--- config.mk ---
export PLATFORM = sky130hd
export DESIGN_NAME = bcd_seq_accumulator_7seg_flat
export DESIGN_NICKNAME = d
export VERILOG_FILES = /design/src/rtl/bcd_seq_accumulator_7seg_if.sv /design/src/rtl/bcd_seq_accumulator_7seg.sv /design/src/flat_wrapper.sv
export SDC_FILE = /design/constraint.sdc
export NUM_CORES = 1
export LEC_CHECK = 0
export BUFFER_PORTS_ARGS = -buffer_cell sky130_fd_sc_hd__buf_2
export CORE_MARGIN = 10
export CORE_UTILIZATION = 45
export DETAILED_ROUTE_END_ITERATION = 8
export PLACE_DENSITY = 0.69
export SLEW_MARGIN = 20
export SYNTH_ARGS = -nofsm -noshare
export SYNTH_HDL_FRONTEND = slang
export SYNTH_SLANG_ARGS = --single-unit
--- constraint.sdc ---
create_clock -name clk -period 4.15 [get_ports clk]
set_input_delay 0.83 -clock clk [delete_from_list [all_inputs] [get_ports clk]]
set_output_delay 0.83 -clock clk [all_outputs]
set_load 0.02 [all_outputs]
--- src/rtl/bcd_seq_accumulator_7seg_if.sv ---
// Operand/result handshake bundle for the BCD sequential accumulator.
interface bcd_seq_accumulator_7seg_if #(
    parameter int unsigned DIGITS = 4
);
    logic                  in_valid;
    logic                  in_ready;
    logic                  op;
    logic                  clr;
    logic [4*DIGITS-1:0]   operand;
    logic [4*DIGITS-1:0]   acc;
    logic                  carry;
    logic                  err;
    logic                  out_valid;

    modport master (
        output in_valid, op, clr, operand,
        input  in_ready, acc, carry, err, out_valid
    );

    modport slave (
        input  in_valid, op, clr, operand,
        output in_ready, acc, carry, err, out_valid
    );
endinterface

--- src/rtl/bcd_seq_accumulator_7seg.sv ---
// N-digit BCD add/subtract accumulator (one digit per clock, LSD first)
// with a free-running multiplexed 7-segment scan of the committed value.
module bcd_seq_accumulator_7seg #(
    parameter int unsigned DIGITS   = 4,
    parameter int unsigned SCAN_DIV = 1024
) (
    input  logic                       clk,
    input  logic                       rst_n,
    bcd_seq_accumulator_7seg_if.slave  bus,
    output logic [6:0]                 seg,
    output logic [DIGITS-1:0]          an
);

    localparam int unsigned DW = 4 * DIGITS;
    localparam int unsigned IW = (DIGITS > 1) ? $clog2(DIGITS) : 1;
    localparam int unsigned CW = (SCAN_DIV > 1) ? $clog2(SCAN_DIV) : 1;

    typedef enum logic [1:0] {
        S_IDLE = 2'd0,
        S_ADD  = 2'd1,
        S_DONE = 2'd2
    } state_t;

    state_t          state_q, state_d;
    logic [DW-1:0]   acc_q, acc_d;
    logic [DW-1:0]   w_q, w_d;
    logic [DW-1:0]   opd_q, opd_d;
    logic            op_q, op_d;
    logic            c_q, c_d;
    logic            carry_q, carry_d;
    logic            err_q, err_d;
    logic            ov_q, ov_d;
    logic [IW-1:0]   idx_q, idx_d;
    logic [CW-1:0]   scan_cnt_q, scan_cnt_d;
    logic [IW-1:0]   scan_idx_q, scan_idx_d;

    logic [3:0]      w_dig, d_dig, sum_dig;
    logic [4:0]      dsum;
    logic            c_out;
    logic            opd_bad;
    logic [DW-1:0]   acc_sh;

    // Ready only when idle and not being cleared this cycle
    assign bus.in_ready  = (state_q == S_IDLE) && !bus.clr;
    assign bus.acc       = acc_q;
    assign bus.carry     = carry_q;
    assign bus.err       = err_q;
    assign bus.out_valid = ov_q;

    // Flag any non-BCD digit in the incoming operand
    always_comb begin
        opd_bad = 1'b0;
        for (int unsigned k = 0; k < DIGITS; k++) begin
            if (bus.operand[4*k +: 4] > 4'd9) begin
                opd_bad = 1'b1;
            end
        end
    end

    // One decimal digit step; subtraction uses nines' complement with carry-in 1
    always_comb begin
        w_dig = w_q[3:0];
        d_dig = op_q ? 4'(4'd9 - opd_q[3:0]) : opd_q[3:0];
        dsum  = 5'(w_dig) + 5'(d_dig) + 5'(c_q);
        if (dsum > 5'd9) begin
            sum_dig = 4'(dsum - 5'd10);
            c_out   = 1'b1;
        end else begin
            sum_dig = dsum[3:0];
            c_out   = 1'b0;
        end
    end

    // FSM next-state and datapath updates; W and operand rotate right one digit per step
    always_comb begin
        state_d = state_q;
        acc_d   = acc_q;
        w_d     = w_q;
        opd_d   = opd_q;
        op_d    = op_q;
        c_d     = c_q;
        carry_d = carry_q;
        err_d   = err_q;
        ov_d    = 1'b0;
        idx_d   = idx_q;

        case (state_q)
            S_IDLE: begin
                if (bus.clr) begin
                    acc_d   = '0;
                    carry_d = 1'b0;
                    err_d   = 1'b0;
                end else if (bus.in_valid) begin
                    opd_d = bus.operand;
                    op_d  = bus.op;
                    w_d   = acc_q;
                    idx_d = '0;
                    c_d   = bus.op;
                    if (opd_bad) begin
                        err_d   = 1'b1;
                        ov_d    = 1'b1;
                        state_d = S_DONE;
                    end else begin
                        state_d = S_ADD;
                    end
                end
            end
            S_ADD: begin
                w_d   = (w_q >> 4) | (DW'(sum_dig) << (DW - 4));
                opd_d = opd_q >> 4;
                c_d   = c_out;
                idx_d = idx_q + IW'(1);
                if (idx_q == IW'(DIGITS - 1)) begin
                    acc_d   = w_d;
                    carry_d = op_q ? ~c_out : c_out;
                    err_d   = 1'b0;
                    ov_d    = 1'b1;
                    state_d = S_DONE;
                end
            end
            S_DONE: begin
                state_d = S_IDLE;
            end
            default: begin
                state_d = S_IDLE;
            end
        endcase
    end

    // Display scan counter and digit index, independent of the FSM
    always_comb begin
        scan_cnt_d = scan_cnt_q + CW'(1);
        scan_idx_d = scan_idx_q;
        if (scan_cnt_q == CW'(SCAN_DIV - 1)) begin
            scan_cnt_d = '0;
            scan_idx_d = (scan_idx_q == IW'(DIGITS - 1)) ? '0 : scan_idx_q + IW'(1);
        end
    end

    // State and datapath registers
    always_ff @(posedge clk or negedge rst_n) begin
        if (!rst_n) begin
            state_q    <= S_IDLE;
            acc_q      <= '0;
            w_q        <= '0;
            opd_q      <= '0;
            op_q       <= 1'b0;
            c_q        <= 1'b0;
            carry_q    <= 1'b0;
            err_q      <= 1'b0;
            ov_q       <= 1'b0;
            idx_q      <= '0;
            scan_cnt_q <= '0;
            scan_idx_q <= '0;
        end else begin
            state_q    <= state_d;
            acc_q      <= acc_d;
            w_q        <= w_d;
            opd_q      <= opd_d;
            op_q       <= op_d;
            c_q        <= c_d;
            carry_q    <= carry_d;
            err_q      <= err_d;
            ov_q       <= ov_d;
            idx_q      <= idx_d;
            scan_cnt_q <= scan_cnt_d;
            scan_idx_q <= scan_idx_d;
        end
    end

    // Digit select and 7-segment decode of the committed accumulator
    always_comb begin
        acc_sh = acc_q >> {scan_idx_q, 2'b00};
        an     = DIGITS'(1) << scan_idx_q;
        case (acc_sh[3:0])
            4'd0:    seg = 7'b1111110;
            4'd1:    seg = 7'b0110000;
            4'd2:    seg = 7'b1101101;
            4'd3:    seg = 7'b1111001;
            4'd4:    seg = 7'b0110011;
            4'd5:    seg = 7'b1011011;
            4'd6:    seg = 7'b1011111;
            4'd7:    seg = 7'b1110000;
            4'd8:    seg = 7'b1111111;
            4'd9:    seg = 7'b1111011;
            default: seg = 7'b0000000;
        endcase
    end

endmodule

--- src/flat_wrapper.sv ---
// flat-port wrapper written by rule: the top's interface ports become plain ports
module bcd_seq_accumulator_7seg_flat 
#(
    parameter int unsigned DIGITS   = 4,
    parameter int unsigned SCAN_DIV = 1024
)
  (clk, rst_n, seg, an, bus_in_valid, bus_op, bus_clr, bus_operand, bus_in_ready, bus_acc, bus_carry, bus_err, bus_out_valid);
  bcd_seq_accumulator_7seg_if #(.DIGITS(DIGITS)) bus_i ();
  input  logic clk;
  input  logic rst_n;
  output logic [6:0] seg;
  output logic [DIGITS-1:0] an;
  input wire logic [$bits(bus_i.in_valid)-1:0] bus_in_valid;
  input wire logic [$bits(bus_i.op)-1:0] bus_op;
  input wire logic [$bits(bus_i.clr)-1:0] bus_clr;
  input wire logic [$bits(bus_i.operand)-1:0] bus_operand;
  output wire logic [$bits(bus_i.in_ready)-1:0] bus_in_ready;
  output wire logic [$bits(bus_i.acc)-1:0] bus_acc;
  output wire logic [$bits(bus_i.carry)-1:0] bus_carry;
  output wire logic [$bits(bus_i.err)-1:0] bus_err;
  output wire logic [$bits(bus_i.out_valid)-1:0] bus_out_valid;
  assign bus_i.in_valid = bus_in_valid;
  assign bus_i.op = bus_op;
  assign bus_i.clr = bus_clr;
  assign bus_i.operand = bus_operand;
  assign bus_in_ready = bus_i.in_ready;
  assign bus_acc = bus_i.acc;
  assign bus_carry = bus_i.carry;
  assign bus_err = bus_i.err;
  assign bus_out_valid = bus_i.out_valid;
  bcd_seq_accumulator_7seg #(.DIGITS(DIGITS), .SCAN_DIV(SCAN_DIV)) u_core (.clk(clk), .rst_n(rst_n), .bus(bus_i), .seg(seg), .an(an));
endmodule
# == Word level (Yosys, flattened, before mapping) ==
# Memory sizes are Yosys's and may differ from the RTL's.
# Cells that the tools add are included.
# op_classes
n_mux,43
bitwise,3
magnitude_cmp,5
n_shift,2
n_addsub,7
mul,0
div_mod_pow,0
n_reduce_logical,9
n_eq_ne,10
# ops
operator,n
16-bit 2-to-1 mux,6
16-bit one-hot mux with 2 select lines,3
1-bit 2-to-1 mux,18
4-bit > comparator (second input constant),4
12-bit by 16-bit OR with 16-bit output,1
16-bit by 4-bit right shift with 4-bit output,1
2-bit 2-to-1 mux,7
3-bit AND reduction,4
10-bit by 1-bit adder with 10-bit output (second input constant),1
10-bit == test (second input constant),1
10-bit 2-to-1 mux,1
4-bit 2-to-1 mux,2
1-bit one-hot mux with 2 select lines,4
2-bit one-hot mux with 2 select lines,2
2-bit inequality test (second input constant),3
4-bit by 4-bit adder with 5-bit output,1
5-bit by 1-bit adder with 5-bit output,1
5-bit by 4-bit > comparator with 1-bit output (second input constant),1
2-bit by 1-bit adder with 2-bit output (second input constant),2
2-bit == test (second input constant),2
4-bit AND reduction,1
1-bit by 2-bit << shifter with 4-bit output (first input constant),1
4-bit subtractor (first input constant),1
4-bit subtractor (second input constant),1
9 further kinds,10
# word_totals
mem_bits_ro,112
ram_bits,0
elab_cells,92
mem_count,1
in_bits,21
regBits,69
latchBits,0
out_inout_bits,31
# mem_list
memory,depth,word_bits,rd,rd_ports_with_merged_regs,write_ports,line,source
(no name shown),16,7,1,0,0,bcd_seq_accumulator_7seg.sv:175,case (acc_sh[3:0])

# == Logic depth before layout (Yosys ltp) ==
# Gate-level depths: netlist (run 1).
# logic_depth
ltp_word,10
depth_mapped,13
ltp_nobuf,13

# == Least setup slack after synthesis (run 1) ==
# Ideal clock, no wire load.
# synth_path
path_type,register to register
startpoint,register u_core.op_q
endpoint,register u_core.w_q[14]
n_path_buf,0
arrival_time_ps,2751
stages_incl_launch_ff,12
period_less_slack_ps,2829
required_time_ps,4073
setup_slack_ps,1321
setup_time_ps,77
path_cell_list,dfrtp_1 xnor2_1 fa_1 inv_1 fa_1 xor2_1 inv_1 ha_1 and2_1 nor3_2 mux2_4 a21oi_1
# synth_between
elab_chain_cells,7
# synth_rtl
item,line,source
from (decl),bcd_seq_accumulator_7seg.sv:28,"logic op_q, op_d;"
from (signal assigned),bcd_seq_accumulator_7seg.sv:160,op_q <= op_d;
4-bit 2-to-1 mux *,bcd_seq_accumulator_7seg.sv:63,d_dig = op_q ? 4'(4'd9 - opd_q[3:0]) : opd_q[3:0];
4-bit by 4-bit adder with 5-bit output *,bcd_seq_accumulator_7seg.sv:64,dsum = 5'(w_dig) + 5'(d_dig) + 5'(c_q);
5-bit by 1-bit adder with 5-bit output *,bcd_seq_accumulator_7seg.sv:64,
4-bit subtractor / 5-bit by 4-bit > comparator with 1-bit output (equally long branches),"bcd_seq_accumulator_7seg.sv:66, bcd_seq_accumulator_7seg.sv:65",
4-bit 2-to-1 mux *,bcd_seq_accumulator_7seg.sv:65,if (dsum > 5'd9) begin
12-bit by 16-bit OR with 16-bit output *,bcd_seq_accumulator_7seg.sv:109,w_d = (w_q >> 4) | (DW'(sum_dig) << (DW - 4));
16-bit one-hot mux with 2 select lines *,bcd_seq_accumulator_7seg.sv:87,case (state_q)
to (signal assigned),bcd_seq_accumulator_7seg.sv:158,w_q <= w_d;
to (decl),bcd_seq_accumulator_7seg.sv:26,"logic [DW-1:0] w_q, w_d;"
# Every way passes the cells marked *; elsewhere a longest branch is shown, timed or not.
# A chain may end at the register's enable or synchronous reset.

# == Worst setup path in the final report (run 1) ==
# layout_path
startpoint,register u_core.scan_idx_q[0]
endpoint,output seg[1]
# layout_between
elab_chain_cells,2
# layout_rtl
item,line,source
from (decl),bcd_seq_accumulator_7seg.sv:35,"logic [IW-1:0] scan_idx_q, scan_idx_d;"
from (signal assigned),bcd_seq_accumulator_7seg.sv:167,scan_idx_q <= scan_idx_d;
16-bit by 4-bit right shift with 4-bit output,bcd_seq_accumulator_7seg.sv:173,"acc_sh = acc_q >> {scan_idx_q, 2'b00};"
memory 16 x 7 bit,-,
to (decl),flat_wrapper.sv:11,output logic [6:0] seg;
# Every way passes these cells.

==> reports/results.txt, run 1 <==
status -> completed
layout cell share with drive strength beyond 1 -> 19.38%
largest family of logic cells by synthesized area -> simple AND/OR/NAND/NOR gates
Yosys cell types -> 52
Total Routing Usage GR -> 14.23%
die area -> 12,490 um^2
Routed WL -> 8863 um
pin count of the biggest net entering global routing -> 34
area share of fa/ha/maj cells after synthesis -> 6.669%
total power draw -> 3.112 mW
critical-path cell list -> mux4_2 > inv_1 > ha_1 > inv_1 > nor2_1 > a21oi_1 > o21ai_1 > buf_2
Max Root-Sink Buffers -> 2
number of cells upsized or downsized after cts -> 0
synthesized-area fraction occupied by ao, oa, aoi and oai cells -> 14.46%
area share of the leading cell type in the synthesized netlist -> 45.56%
number of DRC violations after detailed routing -> 0
peak clock frequency supported by timing -> 313.6 MHz
via count of the first global-routing pass -> 2,964
period utilization -> 76.84%
arrival time at the worst endpoint -> 2360 ps
Synth Net Count -> 442
critical path data required time -> 3320 ps
Congestion Overflow GR -> 0
Num Clock Sinks -> 69
HPWL Detailed -> 6343 um
min Tclk post-route -> 3189 ps
Horiz. Die Dim -> 111.8 um
global-route wire length before repair -> 14,950 um
DRT Pass-1 Iters -> 7
power density over the cells -> 718.5 nW/um^2
most numerous cell on the critical path -> sky130_fd_sc_hd__inv_1
number of diodes -> 0
main area contributors after synthesis -> sky130_fd_sc_hd__dfrtp_1 46%, sky130_fd_sc_hd__nand2_1 9.0%, sky130_fd_sc_hd__ha_1 5.6%, sky130_fd_sc_hd__mux2i_1 4.8%, sky130_fd_sc_hd__o21ai_0 4.5%
worst slack at placement -> 1057 ps
type of element launching the critical path -> register
slack of the critical path -> 961.1 ps
clock transition at the register clock pins on the worst setup and hold paths after CTS -> 80 ps
number of endpoints with negative hold slack in the final report -> 0
cts bufs inserted -> 9
post-detailed-route count of antenna-violating nets -> 0
XOR/XNOR Fraction of Synth Area -> 2.311%
CP max stage cell -> sky130_fd_sc_hd__mux4_2
type of the setup path with the least slack -> register to primary output
source-to-sink clock delay at the later pin of the worst-skew pair -> 350 ps
fin cells -> 559
family with the most delay on the worst path -> multiplexers
number of synthesized flops with an enable pin -> 0
Post-CTS Setup Bufs -> 0
gate count of the mapped netlist -> 402
Net count, final -> 489
number of placement rows -> 33
slew at the pin closest to its max-slew limit -> 855.4 ps
unrepaired setup endpoints after global routing -> no
fraction of the mapped netlist area in simple logic gates -> 18.39%
Max VDD drop -> 0.3619 mV
height of the die -> 111.8 um
worst clock skew -> 10.99 ps
Crit path buffers/inverters -> 3
Critical Path Sink Type -> primary output
number of placed I/O pins -> 52
hold buffers post-CTS -> 0
Max Fanout on Critical Path -> 8
wire per inst -> 15.86 um
Mapped Avg Cell Area -> 9.428 um^2
Crit path largest cell delay -> 650 ps
library cell with the largest summed area after synthesis -> sky130_fd_sc_hd__dfrtp_1
share of synthesized area occupied by flip-flops and latches -> 45.56%
maximum level of the CTS H-tree -> 3
kind of path behind the tightest hold check -> register to register
Post-Syn Area -> 3790 um^2
Initial DRC Count -> 171
Total Neg Setup Slack -> 0 ps
flops & latches, synth -> 69
final-report max-slew violation count -> 0
number of buffer cells added on primary ports -> 51
routed vias/inst -> 5.449
clock tree root buffer cell -> sky130_fd_sc_hd__clkbuf_8
asr flop ratio synth -> 100.0%
Starting Density -> 46.12%
Post-synth top flop -> sky130_fd_sc_hd__dfrtp_1
Synth Warn # -> 0
leakage power total -> 2.039 nW
placed instance count -> 543
area delta synth->final -> 14.26%
routability congestion estimate -> 0.8385
Slew Limit Headroom -> 42.97%
vias after detailed routing -> 3,046
antenna violations before repair -> 0
number of maximum-capacitance constraint violations -> 0
area inside the core boundary -> 8217 um^2
TritonCTS clock tree -> yes
final count of negative-setup-slack endpoints -> 0
share of synthesized area spent on multiplexers -> 7.824%
==> placed cells by master (no fill, tap or decap), types with 5 or more instances in the layout <==
cell                        n
sky130_fd_sc_hd__a21oi_1   13
sky130_fd_sc_hd__a31oi_1   10
sky130_fd_sc_hd__buf_2     51
sky130_fd_sc_hd__buf_4      6
sky130_fd_sc_hd__clkbuf_8   9
sky130_fd_sc_hd__dfrtp_1   69
sky130_fd_sc_hd__ha_1      17
sky130_fd_sc_hd__inv_1     18
sky130_fd_sc_hd__mux2i_1   18
sky130_fd_sc_hd__nand2_1   91
sky130_fd_sc_hd__nand3_1    6
sky130_fd_sc_hd__nand3b_1   5
sky130_fd_sc_hd__nor2_1    28
sky130_fd_sc_hd__o211ai_1  12
sky130_fd_sc_hd__o21ai_0   34
sky130_fd_sc_hd__xnor2_1    6
==> metrics by stage <==
stage          hold slack, ps  area (um^2)  utilization (%)
6_report                475.7         4330            52.70
5_1_grt                 496.4         4330            52.70
4_1_cts                 477.3         4330            52.70
3_5_place_dp            461.7         4108            49.99
3_3_place_gp            459.6         4108            49.99
2_1_floorplan           441.3         3790                -
==> worst paths after layout <==
path	cells after the start	slack (ps)	to	startpoint
worst max-delay path	8	960	seg[1]	u_core.scan_idx_q[0]$_DFFE_PN0N_
worst min-delay path	1	480	u_core.scan_cnt_q[6]$_DFF_PN0_	u_core.scan_cnt_q[6]$_DFF_PN0_
worst max register to register	11	1040	u_core.w_q[14]$_DFFE_PN0P_	u_core.op_q$_DFFE_PN0P_
worst min register to register	1	480	u_core.scan_cnt_q[6]$_DFF_PN0_	u_core.scan_cnt_q[6]$_DFF_PN0_
max in group asynchronous	3	2560	u_core.scan_idx_q[0]$_DFFE_PN0N_	rst_n
min in group asynchronous	1	520	u_core.opd_q[12]$_DFFE_PN0P_	rst_n
==> area by class of cell <==
cell class | instances | area [um^2]
Multi-Input combinational cell | 294 | 1882
Clock buffer | 10 | 127.6
Clock inverter | 6 | 95.09
Tap cell | 105 | 131.4
Fill cell | 740 | 3886
Inverter | 18 | 67.56
Timing Repair Buffer | 57 | 300.3
Sequential cell | 69 | 1727
==> cell families after synthesis <==
kind of cell             count (synthesis)
multiplexers                            24
flip-flops                              69
XOR/XNOR                                10
buffers and inverters                   39
AO/OA/AOI/OAI                           89
AND/OR/NAND/NOR                        152
adder cells (fa/ha/maj)                 19
==> synth_stat cells (all sizes together) (3+ instances only) <==
cell	instances
a21oi	13
xor2	4
xnor2	6
clkbuf	9
inv	18
nand2	91
o211ai	12
nand3	6
mux4	4
ha	17
nor3	5
buf	12
a31oi	10
nor2	30
o21ai	38
nor2b	3
dfrtp	69
nand3b	5
mux2i	18
==> metal layers <==
metal  vias to the layer above  wire length, um  global-route usage (%)
li1                       1481                -                       -
met1                      1484             3878                   17.57
met2                        72             4331                   23.19
met3                         9              548                   4.509
met4                         0              105                   4.199
met5                         -                0                       0
==> registers in the layout, indices dropped and copies added, names as in the netlist <==
| name | cells |
|---|---|
| u_core.opd_q | 16 |
| u_core.w_q | 16 |
| u_core.c_q | 1 |
| u_core.bus.acc | 16 |
| u_core.op_q | 1 |
| u_core.scan_cnt_q | 10 |
| u_core.bus.carry | 1 |
| u_core.idx_q | 2 |
| u_core.scan_idx_q | 2 |
| u_core.bus.err | 1 |
| u_core.state_q | 2 |
| u_core.bus.out_valid | 1 |
==> power breakdown <==
group	internal, mW	switching (mW)
registers	0.854	0.164
logic	0.643	0.832
clock network	0.345	0.275
total	1.84	1.27
Power figures use the tool's default switching activity.
==> run 2: changes to the inputs <==
Settings changed: PLACE_DENSITY 0.69 to 0.71.
Clock period 4.15 ns to 2.65 ns, I/O delays scaled along.
==> reports/results.txt, run 2 (same netlist as run 1, synthesis figures left out) <==
final count of negative-setup-slack endpoints -> 1
number of endpoints with negative hold slack in the final report -> 0
Routed WL -> 9199 um
Total Neg Setup Slack -> -43.72 ps
Clk network pwr share -> 15.4%
family with the most delay on the worst path -> multiplexers
layout cell share with drive strength beyond 1 -> 26.87%
area inside the core boundary -> 8217 um^2
NetSw -> 2.154 mW
peak clock frequency supported by timing -> 371.2 MHz
pin count of the biggest net entering global routing -> 33
Critical Path Sink Type -> primary output
Crit path largest cell delay -> 600 ps
CP max stage cell -> sky130_fd_sc_hd__mux4_2
slew at the pin closest to its max-slew limit -> 774.7 ps
number of diodes -> 0
Starting Density -> 46.12%
Initial DRC Count -> 138
type of the setup path with the least slack -> register to primary output
Crit path buffers/inverters -> 2
cts bufs inserted -> 9
part of the power in combinational logic -> 54.4%
fill count -> 738
DRT Pass-1 Iters -> 5
Num Clock Sinks -> 69
Net count, final -> 504
critical path data required time -> 2120 ps
Sw Share -> 41.21%
kind of path behind the tightest hold check -> input port to asynchronous set/reset pin
status -> finished, violations left
Slew Limit Headroom -> 48.36%
worst hold slack after final layout -> 159.2 ps
maximum level of the CTS H-tree -> 3
type of element launching the critical path -> register
Total Routing Usage GR -> 14.57%
die area -> 12,490 um^2
routed vias/inst -> 5.408
height of the die -> 111.8 um
antenna violations before repair -> 0
min Tclk post-route -> 2694 ps
Max VDD drop -> 0.5250 mV
number of DRC violations after detailed routing -> 0
worst clock skew -> 9.323 ps
period utilization -> 101.6%
post-detailed-route count of antenna-violating nets -> 0
TritonCTS clock tree -> yes
portion of total power attributed to sequential cells -> 30.2%
most frequent cells in the layout -> 91 x sky130_fd_sc_hd__nand2_1, 67 x sky130_fd_sc_hd__dfrtp_1, 44 x sky130_fd_sc_hd__buf_2
source-to-sink clock delay at the later pin of the worst-skew pair -> 350 ps
Max Fanout on Critical Path -> 4
via count of the first global-routing pass -> 3,130
fin cells -> 574
unrepaired setup endpoints after global routing -> yes
slack of the critical path -> -43.72 ps
Power Internal -> 3.074 mW
arrival time at the worst endpoint -> 2160 ps
vias after detailed routing -> 3,104
number of placement rows -> 33
HPWL Detailed -> 6384 um
number of maximum-capacitance constraint violations -> 0
leakage power total -> 2.119 nW
global-route wire length before repair -> 15,160 um
count of cells along the worst register-to-register path -> 12
final cell utilization of the core -> 55.23%
area delta synth->final -> 19.74%
most common library cell in the layout ignoring fill and taps -> sky130_fd_sc_hd__nand2_1
number of placed I/O pins -> 52
final-report max-slew violation count -> 0
placed instance count -> 551
clock transition at the register clock pins on the worst setup and hold paths after CTS -> 80 ps
critical-path cell list -> mux4_2 > inv_4 > ha_1 > a21oi_2 > o21ai_1 > buf_4
clock tree root buffer cell -> sky130_fd_sc_hd__clkbuf_8
power density over the cells -> 1152 nW/um^2
total power draw -> 5.228 mW
Horiz. Die Dim -> 111.8 um
Max Root-Sink Buffers -> 2
routability congestion estimate -> 0.8782
cell count along the critical path -> 6
violations in the final reports -> negative setup slack
number of buffer cells added on primary ports -> 51
wire per inst -> 16.03 um
Congestion Overflow GR -> 0
## run 2: cell types whose count changed in the layout (fill, tap and decap cells not counted), sizes merged
| cell | delta |
|---|---|
| clkinv | +2 |
| bufinv | -2 |
| buf | +14 |
| clkbuf | +1 |
| inv | -2 |
| mux4 | +1 |
| clkinvlp | +1 |
## run 2: path summary, 6_finish.rpt
path                                                   from  slack (ps)                             end
max                        u_core.scan_idx_q[0]$_DFFE_PN0N_         -40                          seg[3]
min                                                   rst_n         160   u_core.bus.acc[3]$_DFFE_PN0P_
max reg2reg                     u_core.opd_q[0]$_DFFE_PN0P_         120      u_core.w_q[13]$_DFFE_PN0P_
min reg2reg                  u_core.scan_cnt_q[6]$_DFF_PN0_         470  u_core.scan_cnt_q[6]$_DFF_PN0_
max in group asynchronous                             rst_n        1740     u_core.opd_q[7]$_DFFE_PN0P_
min in group clk                            bus_operand[12]         420    u_core.opd_q[12]$_DFFE_PN0P_
## run 2: stage by stage
step / setup WS (ps) / instance area [um^2]
global route: -113.5 / 4538
CTS: 3.236 / 4447
finish: -43.72 / 4538
global placement: 38.80 / 4192
floorplan: 6.730 / 3801
detailed placement: -39.23 / 4192
## run 2: metal layers
metal / share of wire (%) / track usage [%] / vias up / wire (um)
met5: 0 / 0 / - / 0
met3: 6.3 / 4.563 / 14 / 577
met1: 43 / 17.58 / 1497 / 3925
met4: 2.0 / 5.913 / 0 / 180
met2: 49 / 23.58 / 88 / 4515
li1: - / - / 1505 / -
## run 2: layout make-up
| type | instances | area (um^2) | area share [%] |
|---|---|---|---|
| Clock inverter | 5 | 35.03 | 0.7720 |
| Tap cell | 105 | 131.4 | 2.895 |
| Timing Repair Buffer | 71 | 435.4 | 9.595 |
| Sequential cell | 69 | 1729 | 38.10 |
| Clock buffer | 11 | 151.4 | 3.336 |
| Multi-Input combinational cell | 295 | 1983 | 43.70 |
| Inverter | 18 | 72.57 | 1.599 |
## run 2: timing repair
item	4_1_cts	5_1_grt
endpoints found under the setup margin	11	15
buffers inserted	6	0
gates resized for setup	9	23
hold endpoints to repair	0	0
pin swaps	3	13
cloned	0	1
hold buffers	0	0
## run 2: power by group through the flow
stage	combinational [mW]	clock, mW	sequential (mW)
after floorplan	1.85	0	1.56
after global placement	2.41	0	1.58
after detailed placement	2.49	0	1.60
after CTS	2.64	0.821	1.58
after global routing	3.14	0.868	1.62
final	2.84	0.804	1.58
==> run 3: changes to the inputs <==
Settings changed: BUFFER_PORTS_ARGS -buffer_cell sky130_fd_sc_hd__buf_2 to not set, DONT_BUFFER_PORTS set to 1, PLACE_DENSITY 0.71 to 0.66, REMOVE_ABC_BUFFERS set to 1.
==> reports/results.txt, run 3 (same netlist as run 1, synthesis figures left out) <==
worst hold slack after final layout -> 74.65 ps
CP max stage cell -> sky130_fd_sc_hd__mux4_2
Sw Share -> 40.69%
unrepaired setup endpoints after global routing -> yes
wire per inst -> 17.09 um
Max Root-Sink Buffers -> 2
power density over the cells -> 1170 nW/um^2
number of endpoints with negative hold slack in the final report -> 0
NetSw -> 2.083 mW
fill count -> 742
Initial DRC Count -> 162
Power Internal -> 3.036 mW
height of the die -> 111.8 um
Crit path buffers/inverters -> 2
worst clock skew -> 8.184 ps
family with the most delay on the worst path -> multiplexers
Net count, final -> 465
DRT Pass-1 Iters -> 4
most common library cell in the layout ignoring fill and taps -> sky130_fd_sc_hd__nand2_1
area delta synth->final -> 15.42%
Total Routing Usage GR -> 14.10%
Post-DP Area -> 3988 um^2
worst slack at placement -> -183.5 ps
clock tree root buffer cell -> sky130_fd_sc_hd__clkbuf_8
number of placed I/O pins -> 52
period utilization -> 99.88%
final-report max-slew violation count -> 0
portion of total power attributed to sequential cells -> 31.8%
number of placement rows -> 33
Horiz. Die Dim -> 111.8 um
Critical Path Sink Type -> primary output
number of diodes -> 0
area taken by flip-flops and latches -> 1735 um^2
TritonCTS clock tree -> yes
type of element launching the critical path -> register
die area -> 12,490 um^2
area inside the core boundary -> 8217 um^2
number of DRC violations after detailed routing -> 0
maximum level of the CTS H-tree -> 3
slew at the pin closest to its max-slew limit -> 867.3 ps
global-route wire length before repair -> 14,730 um
peak clock frequency supported by timing -> 377.8 MHz
pin count of the biggest net entering global routing -> 70
final count of negative-setup-slack endpoints -> 0
type of the setup path with the least slack -> register to primary output
status -> completed
layout cell share with drive strength beyond 1 -> 20.75%
part of the power in combinational logic -> 53.9%
kind of path behind the tightest hold check -> input port to asynchronous set/reset pin
slack of the critical path -> 3.134 ps
vias after detailed routing -> 2,925
final instance area -> 4374 um^2
HPWL Detailed -> 6055 um
clock transition at the register clock pins on the worst setup and hold paths after CTS -> 70 ps
Congestion Overflow GR -> 0
source-to-sink clock delay at the later pin of the worst-skew pair -> 340 ps
via count of the first global-routing pass -> 3,024
cts bufs inserted -> 9
Slew Limit Headroom -> 42.18%
Clk network pwr share -> 14.3%
number of maximum-capacitance constraint violations -> 0
Starting Density -> 46.12%
post-detailed-route count of antenna-violating nets -> 0
arrival time at the worst endpoint -> 2120 ps
antenna violations before repair -> 0
number of buffer cells added on primary ports -> 0
Crit path largest cell delay -> 550 ps
leakage power total -> 1.934 nW
Routed WL -> 9126 um
routability congestion estimate -> 0.8326
Max VDD drop -> 0.6523 mV
Num Clock Sinks -> 69
area of combinational cells with multiple inputs -> 2007 um^2
routed vias/inst -> 5.478
min Tclk post-route -> 2647 ps
critical-path cell list -> mux4_2 > inv_4 > ha_1 > a21oi_1 > o21ai_1 > buf_4
Max Fanout on Critical Path -> 4
critical path data required time -> 2120 ps
most frequent cells in the layout -> 91 x sky130_fd_sc_hd__nand2_1, 62 x sky130_fd_sc_hd__dfrtp_1, 33 x sky130_fd_sc_hd__o21ai_0
## run 3: stage by stage
stage          total power [mW]  instances  TNS [ps]  utilization [%]
4_1_cts                   4.869        531    -3.082            51.59
6_report                  5.119        534         0            53.24
5_1_grt                   5.495        534    -395.2            53.24
2_1_floorplan             3.334        381    -366.3                -
3_5_place_dp              3.989        510    -521.6            48.53
3_3_place_gp              3.926        510    -214.9            48.53
## run 3: final timing paths
| kind | start | to | slack (ps) | cells past startpoint |
|---|---|---|---|---|
| min in group clk | bus_operand[5] | u_core.opd_q[5]$_DFFE_PN0P_ | 330 | 2 |
| max in group asynchronous | rst_n | u_core.bus.acc[5]$_DFFE_PN0P_ | 2290 | 1 |
| setup reg to reg | u_core.opd_q[0]$_DFFE_PN0P_ | u_core.w_q[14]$_DFFE_PN0P_ | 70 | 11 |
| setup / recovery | u_core.bus.acc[4]$_DFFE_PN0P_ | seg[3] | 3 | 6 |
| hold reg to reg | u_core.scan_cnt_q[6]$_DFF_PN0_ | u_core.scan_cnt_q[6]$_DFF_PN0_ | 480 | 1 |
| hold / removal | rst_n | u_core.bus.out_valid$_DFF_PN0_ | 70 | 1 |
## run 3: power by group through the flow
stage	sequential (mW)	clock (mW)	combinational (mW)
3_3_place_gp	1.62	0	2.30
5_1_grt	1.67	0.804	3.02
6_report	1.63	0.731	2.76
2_1_floorplan	1.58	0	1.76
3_5_place_dp	1.63	0	2.36
4_1_cts	1.62	0.760	2.49
## run 3: layer usage
metal	up-vias	global-route usage, %	routed length (um)
li1	1427	-	-
met1	1401	16.27	3836
met2	79	22.03	4300
met3	18	6.549	784
met4	0	5.998	205
met5	-	0	0
## run 3: worst register-to-register path: cells and delay by family (launching register included)
family,cells,cell delay (ps)
AO/OA/AOI/OAI,1,130
XOR/XNOR,2,360
adder cells (fa/ha/maj),3,770
buffers and inverters,2,120
flip-flops,1,420
multiplexers,1,320
AND/OR/NAND/NOR,2,370
## run 3: repair_timing
action | 4_1_cts | 5_1_grt
endpoints found under the setup margin | 13 | 13
setup buffers | 5 | 2
hold buffers | 1 | 0
pin swaps | 4 | 13
resized for setup | 13 | 27
gates cloned | 0 | 1
endpoints found under the hold margin | 69 | 0
## run 3: layout make-up
| type | count | share of cell area, % |
|---|---|---|
| inverter | 18 | 1.602 |
| multi-input combinational | 295 | 45.88 |
| clock inverter | 2 | 0.2288 |
| clock buffer | 13 | 3.404 |
| timing repair buffer | 32 | 6.207 |
| sequential | 69 | 39.67 |
| tap | 105 | 3.003 |
